<file path="config.mk">
export PLATFORM = sky130hd
export DESIGN_NAME = as_immgen_pipe
export DESIGN_NICKNAME = d
export VERILOG_FILES = /design/src/rtl/as_pack.sv /design/src/rtl/as_immgen_core.sv /design/src/rtl/as_immgen_pipe.sv
export SDC_FILE = /design/constraint.sdc
export NUM_CORES = 1
export LEC_CHECK = 0
export CAP_MARGIN = 10
export CORE_ASPECT_RATIO = 0.5
export CORE_MARGIN = 5
export CORE_UTILIZATION = 54
export DETAILED_ROUTE_END_ITERATION = 12
export PLACE_DENSITY = 0.9
export SYNTH_ARGS = -nofsm -noshare
export SYNTH_HDL_FRONTEND = slang
export SYNTH_SLANG_ARGS = --single-unit
</file>
<file path="constraint.sdc">
create_clock -name clk_i -period 2.4 [get_ports clk_i]
set_input_delay 0.36 -clock clk_i [delete_from_list [all_inputs] [get_ports clk_i]]
set_output_delay 0.36 -clock clk_i [all_outputs]
set_load 0.01 [all_outputs]
</file>
<file path="src/rtl/as_pack.sv">
// Shared types for the as_ immediate generator: selector encoding and the
// buffered result entry used by the output/skid registers.
package as_pack;

   localparam int unsigned IMMSRC_W  = 3;
   localparam int unsigned IMM_MAX_W = 64;

   typedef enum logic [IMMSRC_W-1:0] {
      IMM_I   = 3'd0,
      IMM_S   = 3'd1,
      IMM_B   = 3'd2,
      IMM_J   = 3'd3,
      IMM_U   = 3'd4,
      IMM_Z   = 3'd5,
      IMM_SH  = 3'd6,
      IMM_RSV = 3'd7
   } immsel_e;

   // Sized for the widest datapath; narrower instances ignore the upper bits.
   typedef struct packed {
      logic                 valid;
      logic [IMM_MAX_W-1:0] imm;
      logic [IMM_MAX_W-1:0] target;
      logic                 illegal;
   } imm_entry_t;

endpackage

</file>
<file path="src/rtl/as_immgen_core.sv">
// Combinational immediate decode for all selector formats, sign- or
// zero-extended to XLEN, with illegal flag for reserved/bad encodings.
module as_immgen_core
   import as_pack::*;
#(
   parameter int unsigned XLEN = 64
) (
   input  logic [24:0]         instr,
   input  logic [IMMSRC_W-1:0] sel,
   output logic [XLEN-1:0]     imm,
   output logic                illegal
);

   logic [31:7]        ins;
   logic signed [31:0] raw;

   assign ins = instr;

   // raw is a 32-bit signed value; zero-extended formats keep bit 31 clear,
   // so one signed resize covers every format.
   always_comb begin
      raw     = '0;
      illegal = 1'b0;
      unique case (immsel_e'(sel))
         IMM_I:   raw = {{20{ins[31]}}, ins[31:20]};
         IMM_S:   raw = {{20{ins[31]}}, ins[31:25], ins[11:7]};
         IMM_B:   raw = {{19{ins[31]}}, ins[31], ins[7], ins[30:25], ins[11:8], 1'b0};
         IMM_J:   raw = {{11{ins[31]}}, ins[31], ins[19:12], ins[20], ins[30:21], 1'b0};
         IMM_U:   raw = {ins[31:12], 12'b0};
         IMM_Z:   raw = {27'b0, ins[19:15]};
         IMM_SH: begin
            if (XLEN == 64) begin
               raw = {26'b0, ins[25:20]};
            end else begin
               raw     = {27'b0, ins[24:20]};
               illegal = ins[25];
            end
         end
         IMM_RSV: begin
            raw     = '0;
            illegal = 1'b1;
         end
         default: begin
            raw     = '0;
            illegal = 1'b1;
         end
      endcase
   end

   assign imm = XLEN'(raw);

endmodule

</file>
<file path="src/rtl/as_immgen_pipe.sv">
// Registered immediate generator with PC-relative target and a 2-entry
// (output + skid) valid/ready buffer so decode can be back-pressured.
module as_immgen_pipe
   import as_pack::*;
#(
   parameter int unsigned XLEN     = 64,
   parameter int unsigned IMMSRC_W = 3
) (
   input  logic                clk_i,
   input  logic                rst_ni,
   input  logic                flush_i,
   input  logic                in_valid_i,
   output logic                in_ready_o,
   input  logic [24:0]         instr_i,
   input  logic [IMMSRC_W-1:0] sel_i,
   input  logic [XLEN-1:0]     pc_i,
   output logic                out_valid_o,
   input  logic                out_ready_i,
   output logic [XLEN-1:0]     imm_o,
   output logic [XLEN-1:0]     target_o,
   output logic                illegal_o
);

   logic [XLEN-1:0] imm_c;
   logic [XLEN-1:0] target_c;
   logic            illegal_c;
   imm_entry_t      in_e;
   imm_entry_t      m_q;
   imm_entry_t      s_q;
   logic            accept;
   logic            xfer;

   as_immgen_core #(.XLEN(XLEN)) u_core (
      .instr   (instr_i),
      .sel     (sel_i),
      .imm     (imm_c),
      .illegal (illegal_c)
   );

   assign target_c = pc_i + imm_c;

   always_comb begin
      in_e         = '0;
      in_e.valid   = 1'b1;
      in_e.imm     = IMM_MAX_W'(imm_c);
      in_e.target  = IMM_MAX_W'(target_c);
      in_e.illegal = illegal_c;
   end

   // Readiness depends only on the skid register, never on out_ready_i.
   assign accept = in_valid_i & ~s_q.valid;
   assign xfer   = m_q.valid & out_ready_i;

   always_ff @(posedge clk_i or negedge rst_ni) begin
      if (!rst_ni) begin
         m_q <= '0;
         s_q <= '0;
      end else if (flush_i) begin
         m_q.valid <= 1'b0;
         s_q.valid <= 1'b0;
      end else if (!m_q.valid || xfer) begin
         if (s_q.valid) begin
            m_q <= s_q;
            s_q <= accept ? in_e : '0;
         end else begin
            m_q <= accept ? in_e : '0;
         end
      end else if (accept) begin
         s_q <= in_e;
      end
   end

   assign in_ready_o  = ~s_q.valid;
   assign out_valid_o = m_q.valid;
   assign imm_o       = m_q.imm[XLEN-1:0];
   assign target_o    = m_q.target[XLEN-1:0];
   assign illegal_o   = m_q.illegal;

   if (XLEN < IMM_MAX_W) begin : g_narrow
      logic unused_hi;
      assign unused_hi = ^{m_q.imm[IMM_MAX_W-1:XLEN], m_q.target[IMM_MAX_W-1:XLEN]};
   end

endmodule

</file>
==> impl_metrics.json, run 1 <==
{
  "status": "stopped before the end",
  "lastStage": "global routing",
  "error": "[ERROR GRT-0232] Routing congestion too high. Check the congestion heatmap in the GUI.",
  "synth_flop_cell": "dfrtp_1",
  "syn_area_per_cell_sq_um": 8.782,
  "dieHeight_um": 117.3,
  "ys_ff_latch": 196,
  "row_count": 39,
  "yosys-top-cells-area": "dfrtp_1 39%, ha_1 6.3%, nor2_1 4.9%, a21oi_1 4.7%, a22o_1 4.4%",
  "numCtsBuffers": 17,
  "io_pins": 228,
  "synthArstFlopShare_pct": 100.0,
  "synth_fp_nets": 1577,
  "yosys.area.top_type_share_pct": 39.44,
  "synth_edf_count": 0,
  "syn-instance-count": 1416,
  "die_w_um": 224.6,
  "crit_endpoint": "target_o[60]$_DFFE_PN0P_/D",
  "synthTopCellsByCount": "196 x dfrtp_1, 161 x nor2_1, 141 x nand2_1, 116 x a21oi_1, 105 x o21ai_0",
  "grt_max_degree": 68,
  "ys_seq_area_share_pct": 39.44,
  "place_congestion": 1.120,
  "worst-ep-kind": "register data pin",
  "synthesis.area_sq_um": 12440,
  "io_buffers": 227,
  "clock-sinks": 196,
  "track_usage_pct": 79.00,
  "globalRouteOverflowTotal": 90,
  "htreeDepth": 4,
  "synth_cell_type_count": 72,
  "clock-root-buffer": "clkbuf_16",
  "dpl.cell_count": 2121,
  "dp_hpwl_um": 34910,
  "yosysMostFrequentCell": "dfrtp_1",
  "yosys_warnings": 0,
  "initial_core_util_pct": 54.69,
  "clockBufferDepth": 2,
  "yosysTopAreaCell": "dfrtp_1"
}
## logic make-up after synthesis
family                   Yosys count  synth area share, %
AO/OA/AOI/OAI                    512                28.53
AND/OR/NAND/NOR                  407                14.27
adder cells (fa/ha/maj)           64                6.500
flip-flops                       196                39.44
buffers and inverters            168                6.288
XOR/XNOR                          60                4.226
multiplexers                       9               0.7446
## metal layers
metal | track usage (%) | GRT overflow
met2 | 88.88 | 47
met4 | 76.24 | 38
met5 | 50.28 | 0
met1 | 79.18 | 2
met3 | 71.22 | 3
## through the flow
step                setup WS (ns)  utilization, %  instance area [sq um]  TNS, ns  hold slack (ns)
floorplan                  -1.182               -                  12800   -80.54          0.06441
global placement           -2.149           75.54                  17180  -210.30           0.4165
detailed placement         -2.475           75.54                  17180  -244.37           0.4250
CTS                       -0.9606           86.77                  19730   -72.69           0.4115
## timing repair
item                                   4_1_cts
cloned                                       5
setup buffers                               63
hold buffers                                 1
pin swaps                                  142
resized for setup                          322
setup endpoints to repair                  126
endpoints found under the hold margin       62
==> run 2: changes to the inputs <==
--- a/config.mk
+++ b/config.mk
@@ -6,11 +6,10 @@
 export NUM_CORES = 1
 export LEC_CHECK = 0
 export CAP_MARGIN = 10
-export CORE_ASPECT_RATIO = 0.5
 export CORE_MARGIN = 5
-export CORE_UTILIZATION = 54
+export CORE_UTILIZATION = 40
 export DETAILED_ROUTE_END_ITERATION = 12
-export PLACE_DENSITY = 0.9
+export PLACE_DENSITY_LB_ADDON = 0.15
 export SYNTH_ARGS = -nofsm -noshare
 export SYNTH_HDL_FRONTEND = slang
 export SYNTH_SLANG_ARGS = --single-unit
==> impl_metrics.json, run 2 <==
{
  "synth_cell_type_count": 72,
  "place_congestion": 0.9200,
  "yosys-top-cells-area": "dfrtp_1 39%, ha_1 6.3%, nor2_1 4.9%, a21oi_1 4.7%, a22o_1 4.4%",
  "routed_wl_um": 47930,
  "dieHeight_um": 186.3,
  "violations": "negative setup slack",
  "yosysTopAreaCell": "dfrtp_1",
  "synth-compound-area-share_pct": 28.53,
  "initialDrtViolationCount": 938,
  "leakage_nw": 9.443,
  "dr.pass1.iters": 7,
  "coreArea_sq_um": 30670,
  "clock-sinks": 196,
  "crit_type": "primary input to register",
  "globalRouteOverflowTotal": 0,
  "timing.rr.end": "s_q[30]$_DFFE_PN0P_",
  "rsz0062_at_grt": "true",
  "syn-instance-count": 1416,
  "io_pins": 228,
  "finalCritPeriodShare_pct": 141.3,
  "synth_fp_nets": 1577,
  "nNetsFinal": 2095,
  "ir_drop_v": 0.0005117,
  "grt_pass1_vias": 13434,
  "finalHoldViolations": 0,
  "ys_seq_area_share_pct": 39.44,
  "critPathCaptureType": "register",
  "drv_slew": 0,
  "finalSetupViolCount": 117,
  "dr.max_layer_used": "met4",
  "cp-start-kind": "primary input",
  "hold_end": "s_q[52]$_DFFE_PN0P_",
  "ys_ff_latch": 196,
  "regArea_sq_um": 4906,
  "fmax_mhz": 294.9,
  "max_cap_viol_count": 0,
  "io_buffers": 227,
  "track_usage_pct": 26.50,
  "multi_input_area_sq_um": 8884,
  "dp_hpwl_um": 33830,
  "via_per_inst": 5.564,
  "utilization_pct": 67.88,
  "dr_wl_met3_um": 2296,
  "r2r_start": "s_q[129]$_DFFE_PN0P_",
  "status": "finished with violations",
  "numCtsBuffers": 17,
  "syn_area_per_cell_sq_um": 8.782,
  "cts_tree": "yes",
  "layout_commonest_cell": "buf_4",
  "grt_pass1_wl_um": 74610,
  "synth_mux_area_share_pct": 0.7445,
  "fin_skew_ns": 0.01239,
  "path_clk_slew_ns": 0.08,
  "wl_per_cell_um": 20.46,
  "hold_class": "register to register",
  "worst-r2r-setup-slack_ns": 0.50,
  "clockBufferDepth": 2,
  "diodes": 0,
  "maxSlewHeadroom_pct": 42.10,
  "grt_max_degree": 77,
  "drcViolationCount": 0,
  "synth_edf_count": 0,
  "largest_reg_flops": 98,
  "n_fill_cell": 2337,
  "vias": 13037,
  "critPathRequiredTime_ns": 2.79,
  "holdPathStages": 2,
  "dp_slack_ns": -2.019,
  "die_w_um": 186.3,
  "synth-simple-area-share_pct": 14.27,
  "setup_ws_ns": -0.9909,
  "regMostFlops": "s_q",
  "insertion_delay_ns": 0.46,
  "p_per_area_nw_per_um2": 600.5,
  "drive_gt1_share_pct": 37.96,
  "yosys.area.top_type_share_pct": 39.44,
  "clock-root-buffer": "clkbuf_16",
  "wl_met2_um": 23870,
  "synth_flop_cell": "dfrtp_1",
  "yosysMostFrequentCell": "dfrtp_1",
  "antenna_found_initial": 0,
  "worst_slew_pin_slew_ns": 0.8685,
  "synthesis.area_sq_um": 12440,
  "yosys_warnings": 0,
  "initial_core_util_pct": 40.55,
  "min_period_ns": 3.391,
  "synthArstFlopShare_pct": 100.0,
  "ant_nets": 0,
  "synth_top_family_by_area": "compound AO/OA/AOI/OAI gates",
  "critical_path.max_fanout": 3,
  "min_from": "s_q[52]$_DFFE_PN0P_",
  "rr_worst_depth": 4,
  "synthTopCellsByCount": "196 x dfrtp_1, 161 x nor2_1, 141 x nand2_1, 116 x a21oi_1, 105 x o21ai_0",
  "critPathArrivalTime_ns": 3.78,
  "area_growth_pct": 67.40,
  "dieArea_sq_um": 34720,
  "final_cell_mix": "326 x buf_4, 214 x clkdlybuf4s50_1, 195 x dfrtp_1",
  "yosys.area_share.adder_pct": 6.500,
  "synthXorXnorAreaFrac_pct": 4.226,
  "wl_met1_um": 20690,
  "row_count": 64,
  "htreeDepth": 4
}
[run 2: cell counts after synthesis]
No cell type changed its count.
[run 2: metrics by stage]
step / hold WS, ns / instance area, sq um / TNS (ns) / std cells / power, mW
after floorplan: 0.06441 / 12800 / -80.54 / 1416 / 6.352
after global placement: 0.4362 / 17520 / -190.48 / 2234 / 8.399
after detailed placement: 0.4328 / 17520 / -196.44 / 2234 / 8.461
after CTS: 0.4789 / 19870 / -71.10 / 2314 / 12.12
after global routing: 0.4556 / 20820 / -93.77 / 2343 / 13.13
final: 0.4760 / 20820 / -80.08 / 2343 / 12.50
[run 2: layout make-up]
type	instances	area share [%]
Clock buffer	18	2.062
Clock inverter	14	0.8114
Inverter	36	0.6671
Multi-Input combinational cell	1053	42.67
Sequential cell	196	23.57
Tap cell	396	2.380
Timing Repair Buffer	630	27.84
[run 2: what timing repair did]
action,CTS,global route
pin swaps,131,122
hold buffers,1,0
endpoints found under the hold margin,70,0
resized for setup,272,139
endpoints found under the setup margin,124,119
buffers inserted,50,34
gates cloned,4,0
[run 2: cell families (layout without fill, tap and decap cells)]
family	count (synthesis)	after routing
simple gates	407	408
xor+xnor	60	60
compound gates	512	512
fa+ha+maj	64	64
flops	196	196
buf+inv	168	698
mux	9	9
[run 2: per-layer routing]
metal	GRT usage, %	vias up
li1	-	6147
met3	4.727	66
met1	34.22	6396
met5	0	-
met4	7.030	0
met2	45.94	428
[run 2: worst max path at each step]
stage                  start                  endpoint  slack (ns)  cells past startpoint
finish              sel_i[0]  target_o[60]$_DFFE_PN0P_       -0.99                     18
CTS                 sel_i[0]  target_o[57]$_DFFE_PN0P_       -0.98                     18
detailed placement  sel_i[0]       s_q[61]$_DFFE_PN0P_       -2.02                     19
floorplan           sel_i[0]  target_o[60]$_DFFE_PN0P_       -1.18                     16
global placement    sel_i[0]       s_q[61]$_DFFE_PN0P_       -1.98                     19
global route        sel_i[0]  target_o[60]$_DFFE_PN0P_       -1.13                     18
[run 2: worst max-delay path, cell delays in order]
cell,delay [ns]
buf_8,0.10
buf_6,0.11
nor2b_4,0.12
or2_4,0.25
mux2i_1,0.12
o21ai_1,0.19
inv_1,0.10
fa_2,0.38
nor2b_4,0.16
o2111ai_4,0.13
a21o_1,0.27
a211oi_2,0.28
nor3_2,0.11
o21ai_4,0.18
a41oi_4,0.18
o211a_1,0.31
a2111o_1,0.31
a21oi_2,0.11
[run 2: report_power, final]
part           switching (mW)  total [mW]  internal, mW
Clock                    1.45        3.03          1.57
Sequential              0.401        4.31          3.91
Combinational            2.43        5.17          2.74
Power figures use the tool's default switching activity.
==> run 3: changes to the inputs <==
--- a/config.mk
+++ b/config.mk
@@ -6,8 +6,10 @@
 export NUM_CORES = 1
 export LEC_CHECK = 0
 export CAP_MARGIN = 10
+export CELL_PAD_IN_SITES_DETAIL_PLACEMENT = 0
+export CELL_PAD_IN_SITES_GLOBAL_PLACEMENT = 2
 export CORE_MARGIN = 5
-export CORE_UTILIZATION = 40
+export CORE_UTILIZATION = 32
 export DETAILED_ROUTE_END_ITERATION = 12
 export PLACE_DENSITY_LB_ADDON = 0.15
 export SYNTH_ARGS = -nofsm -noshare
==> impl_metrics.json, run 3 (synthesis results as in run 2) <==
{
  "insertion_delay_ns": 0.46,
  "drv_slew": 0,
  "layout_commonest_cell": "buf_4",
  "initial_core_util_pct": 32.25,
  "final_cell_mix": "347 x buf_4, 211 x clkdlybuf4s50_1, 195 x dfrtp_1",
  "maxSlewHeadroom_pct": 54.73,
  "via_per_inst": 5.182,
  "finalHoldViolations": 0,
  "dr.pass1.iters": 5,
  "numCtsBuffers": 17,
  "clock-sinks": 196,
  "worst_slew_pin_slew_ns": 0.6790,
  "leakage_nw": 9.490,
  "hold_class": "primary input to register",
  "n_fill_cell": 3559,
  "regMostFlops": "s_q",
  "path_clk_slew_ns": 0.08,
  "dp_hpwl_um": 36740,
  "clockBufferDepth": 2,
  "ir_drop_v": 0.0005137,
  "largest_reg_flops": 98,
  "row_count": 72,
  "wl_per_cell_um": 20.13,
  "rsz0062_at_grt": "true",
  "grt_pass1_vias": 13266,
  "dieArea_sq_um": 42900,
  "antenna_found_initial": 0,
  "dieHeight_um": 207.1,
  "dp_slack_ns": -2.314,
  "drcViolationCount": 0,
  "finalCritPeriodShare_pct": 144.0,
  "io_buffers": 227,
  "io_pins": 228,
  "crit_top_cell": "nor2b_4",
  "fin_skew_ns": 0.01263,
  "setup_ws_ns": -1.056,
  "die_w_um": 207.1,
  "cpPeakStageDelay_ns": 0.37,
  "status": "finished with violations",
  "critPathCaptureType": "register",
  "fmax_mhz": 289.4,
  "crit_chain": "buf_8 -> nor2b_4 -> or2_4 -> mux2i_2 -> o21ai_2 -> inv_2 -> fa_2 -> nor2b_4 -> o2111ai_2 -> a21o_1 -> a211oi_4 -> nor3_4 -> o21ai_4 -> a41oi_4 -> buf_6 -> o211a_1 -> a2111o_1 -> a21oi_2",
  "p_per_area_nw_per_um2": 597.0,
  "vias": 12816,
  "coreArea_sq_um": 38560,
  "routed_wl_um": 49770,
  "diodes": 0,
  "initialDrtViolationCount": 718,
  "drive_gt1_share_pct": 37.70,
  "min_period_ns": 3.456,
  "critPathRequiredTime_ns": 2.79,
  "violations": "negative setup slack",
  "grt_max_degree": 99,
  "cp_top_family": "compound AO/OA/AOI/OAI gates",
  "clock-root-buffer": "clkbuf_16",
  "place_congestion": 0.8771,
  "crit_type": "primary input to register",
  "total_power_mw": 12.46,
  "critPathArrivalTime_ns": 3.85,
  "critPathSlowestCell": "fa_2",
  "track_usage_pct": 22.50,
  "grt_pass1_wl_um": 77220,
  "nNetsFinal": 2103,
  "cts_tree": "yes",
  "cp-start-kind": "primary input",
  "critical_path.max_fanout": 4,
  "globalRouteOverflowTotal": 0,
  "area_growth_pct": 67.86,
  "htreeDepth": 4,
  "ant_nets": 0,
  "max_cap_viol_count": 0,
  "finalSetupViolCount": 117,
  "crit_buf_inv": 3
}
## run 3: changes by cell type in the layout (fill, tap and decap cells not counted), sizes merged
| cell | change |
|---|---|
| clkinv | +1 |
| and2 | -1 |
| clkdlybuf4s50 | -3 |
| clkinvlp | -2 |
| bufbuf | -1 |
| clkbuf | +1 |
| clkdlybuf4s15 | -2 |
| buf | +13 |
| dlygate4sd2 | +2 |
## run 3: where the power goes
group	internal, mW	leakage [nW]	switching (mW)
sequential	3.91	2.50	0.402
combinational	2.69	6.70	2.41
clock	1.58	0.290	1.48
total	8.17	9.49	4.29
## run 3: routing by layer
layer / vias to the layer above / part of all wire, % / track usage (%)
met5: - / 0 / 0
met4: 0 / 2.2 / 6.612
met2: 289 / 49 / 38.00
li1: 6164 / - / -
met1: 6317 / 45 / 30.13
met3: 46 / 3.5 / 3.268
## run 3: layout make-up
type	count	area, sq um	area share, %
tap	518	648.1	3.105
timing repair buffer	639	5741	27.50
clock buffer	19	432.9	2.074
inverter	36	138.9	0.6653
sequential	196	4906	23.50
multi-input combinational	1052	8845	42.37
clock inverter	13	163.9	0.7852
## run 3: final timing paths
kind	slack, ns	cells after the start	start	to
hold / removal	0.34	4	sel_i[2]	s_q[0]$_DFFE_PN0P_
setup / recovery	-1.06	18	sel_i[0]	target_o[60]$_DFFE_PN0P_
setup reg to reg	0.60	4	s_q[129]$_DFFE_PN0P_	imm_o[29]$_DFFE_PN0P_
max in group asynchronous	1.18	3	rst_ni	target_o[31]$_DFFE_PN0P_
min in group asynchronous	0.42	2	rst_ni	imm_o[1]$_DFFE_PN0P_
hold reg to reg	0.47	2	s_q[1]$_DFFE_PN0P_	s_q[1]$_DFFE_PN0P_
## run 3: what timing repair did
action                                  4_1_cts  5_1_grt
endpoints found under the setup margin      124      117
endpoints found under the hold margin        46        0
buffers inserted                             37       34
hold buffers                                  1        0
resized for setup                           221      181
pin swaps                                    92      116
cloned                                        2        0
## run 3: metrics by stage
step	util [%]	hold slack (ns)	instance area, sq um	setup TNS [ns]	std cells
floorplan	-	0.06441	12800	-80.54	1416
global placement	46.29	0.3532	17850	-196.69	2378
detailed placement	46.29	0.3549	17850	-197.86	2378
CTS	50.99	0.3052	19660	-68.35	2449
global route	54.14	0.3478	20880	-94.34	2473
finish	54.14	0.3386	20880	-83.32	2473
## run 3: worst min-delay path, delay by kind of cell
kind            cells  cell delay (ns)
simple gates        1             0.06
compound gates      1             0.07
buf+inv             2             0.26
==> run 4: changes to the inputs <==
--- a/config.mk
+++ b/config.mk
@@ -9,9 +9,10 @@
 export CELL_PAD_IN_SITES_DETAIL_PLACEMENT = 0
 export CELL_PAD_IN_SITES_GLOBAL_PLACEMENT = 2
 export CORE_MARGIN = 5
-export CORE_UTILIZATION = 32
+export CORE_UTILIZATION = 34
 export DETAILED_ROUTE_END_ITERATION = 12
 export PLACE_DENSITY_LB_ADDON = 0.15
 export SYNTH_ARGS = -nofsm -noshare
 export SYNTH_HDL_FRONTEND = slang
+export SYNTH_HIERARCHICAL = 1
 export SYNTH_SLANG_ARGS = --single-unit
==> impl_metrics.json, run 4 <==
{
  "grt_pass1_wl_um": 87490,
  "via_per_inst": 5.224,
  "synthTopCellsByCount": "280 x nor2_1, 260 x dfrtp_1, 113 x a21oi_1, 111 x a221oi_1, 109 x a22o_1",
  "synthArstFlopShare_pct": 100.0,
  "status": "finished with violations",
  "maxSlewHeadroom_pct": 43.21,
  "regMostFlops": "s_q",
  "antenna_found_initial": 0,
  "grt.busiest_layer": "met2",
  "place_area_sq_um": 20420,
  "area_growth_pct": 56.41,
  "coreArea_sq_um": 43930,
  "leakage_nw": 10.77,
  "cp-start-kind": "primary input",
  "insertion_delay_ns": 0.59,
  "initialDrtViolationCount": 789,
  "crit_type": "primary input to register",
  "fmax_mhz": 292.9,
  "final_cell_mix": "393 x buf_4, 271 x nor2_1, 259 x dfrtp_1",
  "track_usage_pct": 22.89,
  "synth_flop_cell": "dfrtp_1",
  "dp_slack_ns": -2.164,
  "dieHeight_um": 220.0,
  "worst_slew_pin_slew_ns": 0.8519,
  "cts_tree": "yes",
  "syn_area_per_cell_sq_um": 9.374,
  "critical_path.max_fanout": 6,
  "die_w_um": 220.0,
  "hold_class": "primary input to async pin",
  "synth_fp_nets": 1760,
  "grt_max_degree": 65,
  "io_pins": 228,
  "ys_ff_latch": 260,
  "drcViolationCount": 0,
  "yosys_warnings": 6,
  "finalCritPeriodShare_pct": 142.3,
  "drive_gt1_share_pct": 33.73,
  "routed_wl_um": 56260,
  "yosys-top-cells-area": "dfrtp_1 43%, nor2_1 7.0%, a221oi_1 6.5%, a22o_1 6.4%, ha_1 5.3%",
  "max_cap_viol_count": 0,
  "synth_cell_type_count": 74,
  "place_congestion": 0.8838,
  "row_count": 77,
  "numCtsBuffers": 30,
  "setup_ws_ns": -1.014,
  "min_period_ns": 3.414,
  "n_fill_cell": 4119,
  "dr.pass1.iters": 5,
  "violations": "negative setup slack",
  "critPathArrivalTime_ns": 3.88,
  "critPathCaptureType": "register",
  "regArea_sq_um": 6510,
  "syn-instance-count": 1599,
  "vias": 14461,
  "diodes": 0,
  "critPathRequiredTime_ns": 2.87,
  "htreeDepth": 1,
  "clockBufferDepth": 3,
  "io_buffers": 227,
  "fin_skew_ns": 0.01872,
  "grtUsageMet1_pct": 29.84,
  "stdcell_area_sq_um": 23450,
  "synthesis.area_sq_um": 14990,
  "multi_input_area_sq_um": 9166,
  "ir_drop_v": 0.0004878,
  "clock-sinks": 260,
  "yosysTopAreaCell": "dfrtp_1",
  "dp_hpwl_um": 41070,
  "nNetsFinal": 2314,
  "ys_seq_area_share_pct": 43.41,
  "layout_commonest_cell": "buf_4",
  "finalHoldViolations": 0,
  "initial_core_util_pct": 34.12,
  "grt_use_met2_pct": 39.47,
  "largest_reg_flops": 130,
  "ant_nets": 0,
  "p_per_area_nw_per_um2": 663.8,
  "finalSetupViolCount": 117,
  "total_power_mw": 15.56,
  "rsz0062_at_grt": "true",
  "grt_use_met3_pct": 3.723,
  "synth_edf_count": 0,
  "clock-root-buffer": "clkbuf_16",
  "yosysMostFrequentCell": "nor2_1",
  "globalRouteOverflowTotal": 0,
  "dieArea_sq_um": 48380,
  "grt_pass1_vias": 15083,
  "yosys.area.top_type_share_pct": 43.41,
  "path_clk_slew_ns": 0.06,
  "wl_per_cell_um": 20.32,
  "drv_slew": 0
}
-- run 4: cell types whose count changed in the layout (fill, tap and decap cells not counted), moves of 20 or more --
| cell | change |
|---|---|
| a22o_1 | +46 |
| o21ai_0 | -38 |
| buf_4 | +46 |
| nand2_1 | -44 |
| a22oi_1 | -20 |
| dfrtp_1 | +64 |
| nor2_1 | +126 |
| a221oi_1 | +59 |
-- run 4: layout make-up --
cell class | count | area share (%)
clock inverter | 8 | 0.2455
timing repair buffer | 676 | 25.70
multi-input combinational | 1166 | 39.10
inverter | 19 | 0.3042
tap | 592 | 3.159
clock buffer | 47 | 3.730
sequential | 260 | 27.77
-- run 4: worst max-delay path, cell delays in order --
cell           delay (ns)
dlygate4sd2_1        0.27
nor2b_4              0.14
buf_4                0.16
a21oi_1              0.18
o22ai_2              0.14
ha_1                 0.33
nand4_1              0.18
nor2_2               0.21
buf_4                0.14
o211ai_4             0.08
a31oi_4              0.25
a21oi_4              0.09
buf_4                0.15
o31ai_4              0.23
a31o_1               0.21
and3_4               0.20
a41oi_2              0.10
xnor2_1              0.16
a221o_1              0.29
-- run 4: report_power, final --
part | leakage (nW) | switching, mW | internal, mW
sequential | 3.28 | 0.522 | 5.17
clock | 0.457 | 1.89 | 2.49
combinational | 7.04 | 2.57 | 2.92
total | 10.8 | 4.98 | 10.6
-- run 4: cell families (layout without fill, tap and decap cells) --
logic type | Yosys count | in the layout | synth area share, %
buffers and inverters | 173 | 750 | 5.943
DFF | 260 | 260 | 43.41
and+or+nand+nor | 477 | 477 | 13.64
AOI/OAI and AO/OA | 549 | 549 | 26.95
muxes | 12 | 12 | 0.8097
adders and majority gates | 64 | 64 | 5.392
xor gates and xnor gates | 64 | 64 | 3.865
-- run 4: worst paths after layout --
path | depth (start not counted) | startpoint | slack (ns) | end
worst max-delay path | 19 | instr_i[24] | -1.01 | target_o[61]$_DFFE_PN0P_
worst min-delay path | 2 | rst_ni | 0.33 | imm_o[20]$_DFFE_PN0P_
worst max register to register | 6 | s_q[129]$_DFFE_PN0P_ | 0.50 | s_q[38]$_DFFE_PN0P_
worst min register to register | 2 | s_q[128]$_DFFE_PN0P_ | 0.47 | s_q[128]$_DFFE_PN0P_
max in group asynchronous | 3 | rst_ni | 1.31 | s_q[116]$_DFFE_PN0P_
min in group clk_i | 5 | sel_i[2] | 0.45 | s_q[0]$_DFFE_PN0P_
-- run 4: metal layers --
layer / vias to the layer above / share of wire [%]
li1: 6942 / -
met1: 7113 / 44
met2: 310 / 49
met3: 96 / 4.4
met4: 0 / 3.1
met5: - / 0
-- run 4: timing repair --
action,CTS,global route
buffers inserted,54,30
gates cloned,3,0
pin swaps,89,62
endpoints found under the hold margin,48,0
hold buffers,1,0
endpoints found under the setup margin,119,119
resized for setup,232,57
-- run 4: through the flow --
stage	TNS (ns)	util (%)	instances	hold slack, ns
floorplan	-67.36	-	1599	0.06441
global placement	-191.60	46.49	2640	0.3314
detailed placement	-196.15	46.49	2640	0.3373
CTS	-72.33	52.42	2752	0.3158
global route	-89.84	53.37	2768	0.3524
finish	-75.61	53.37	2768	0.3253
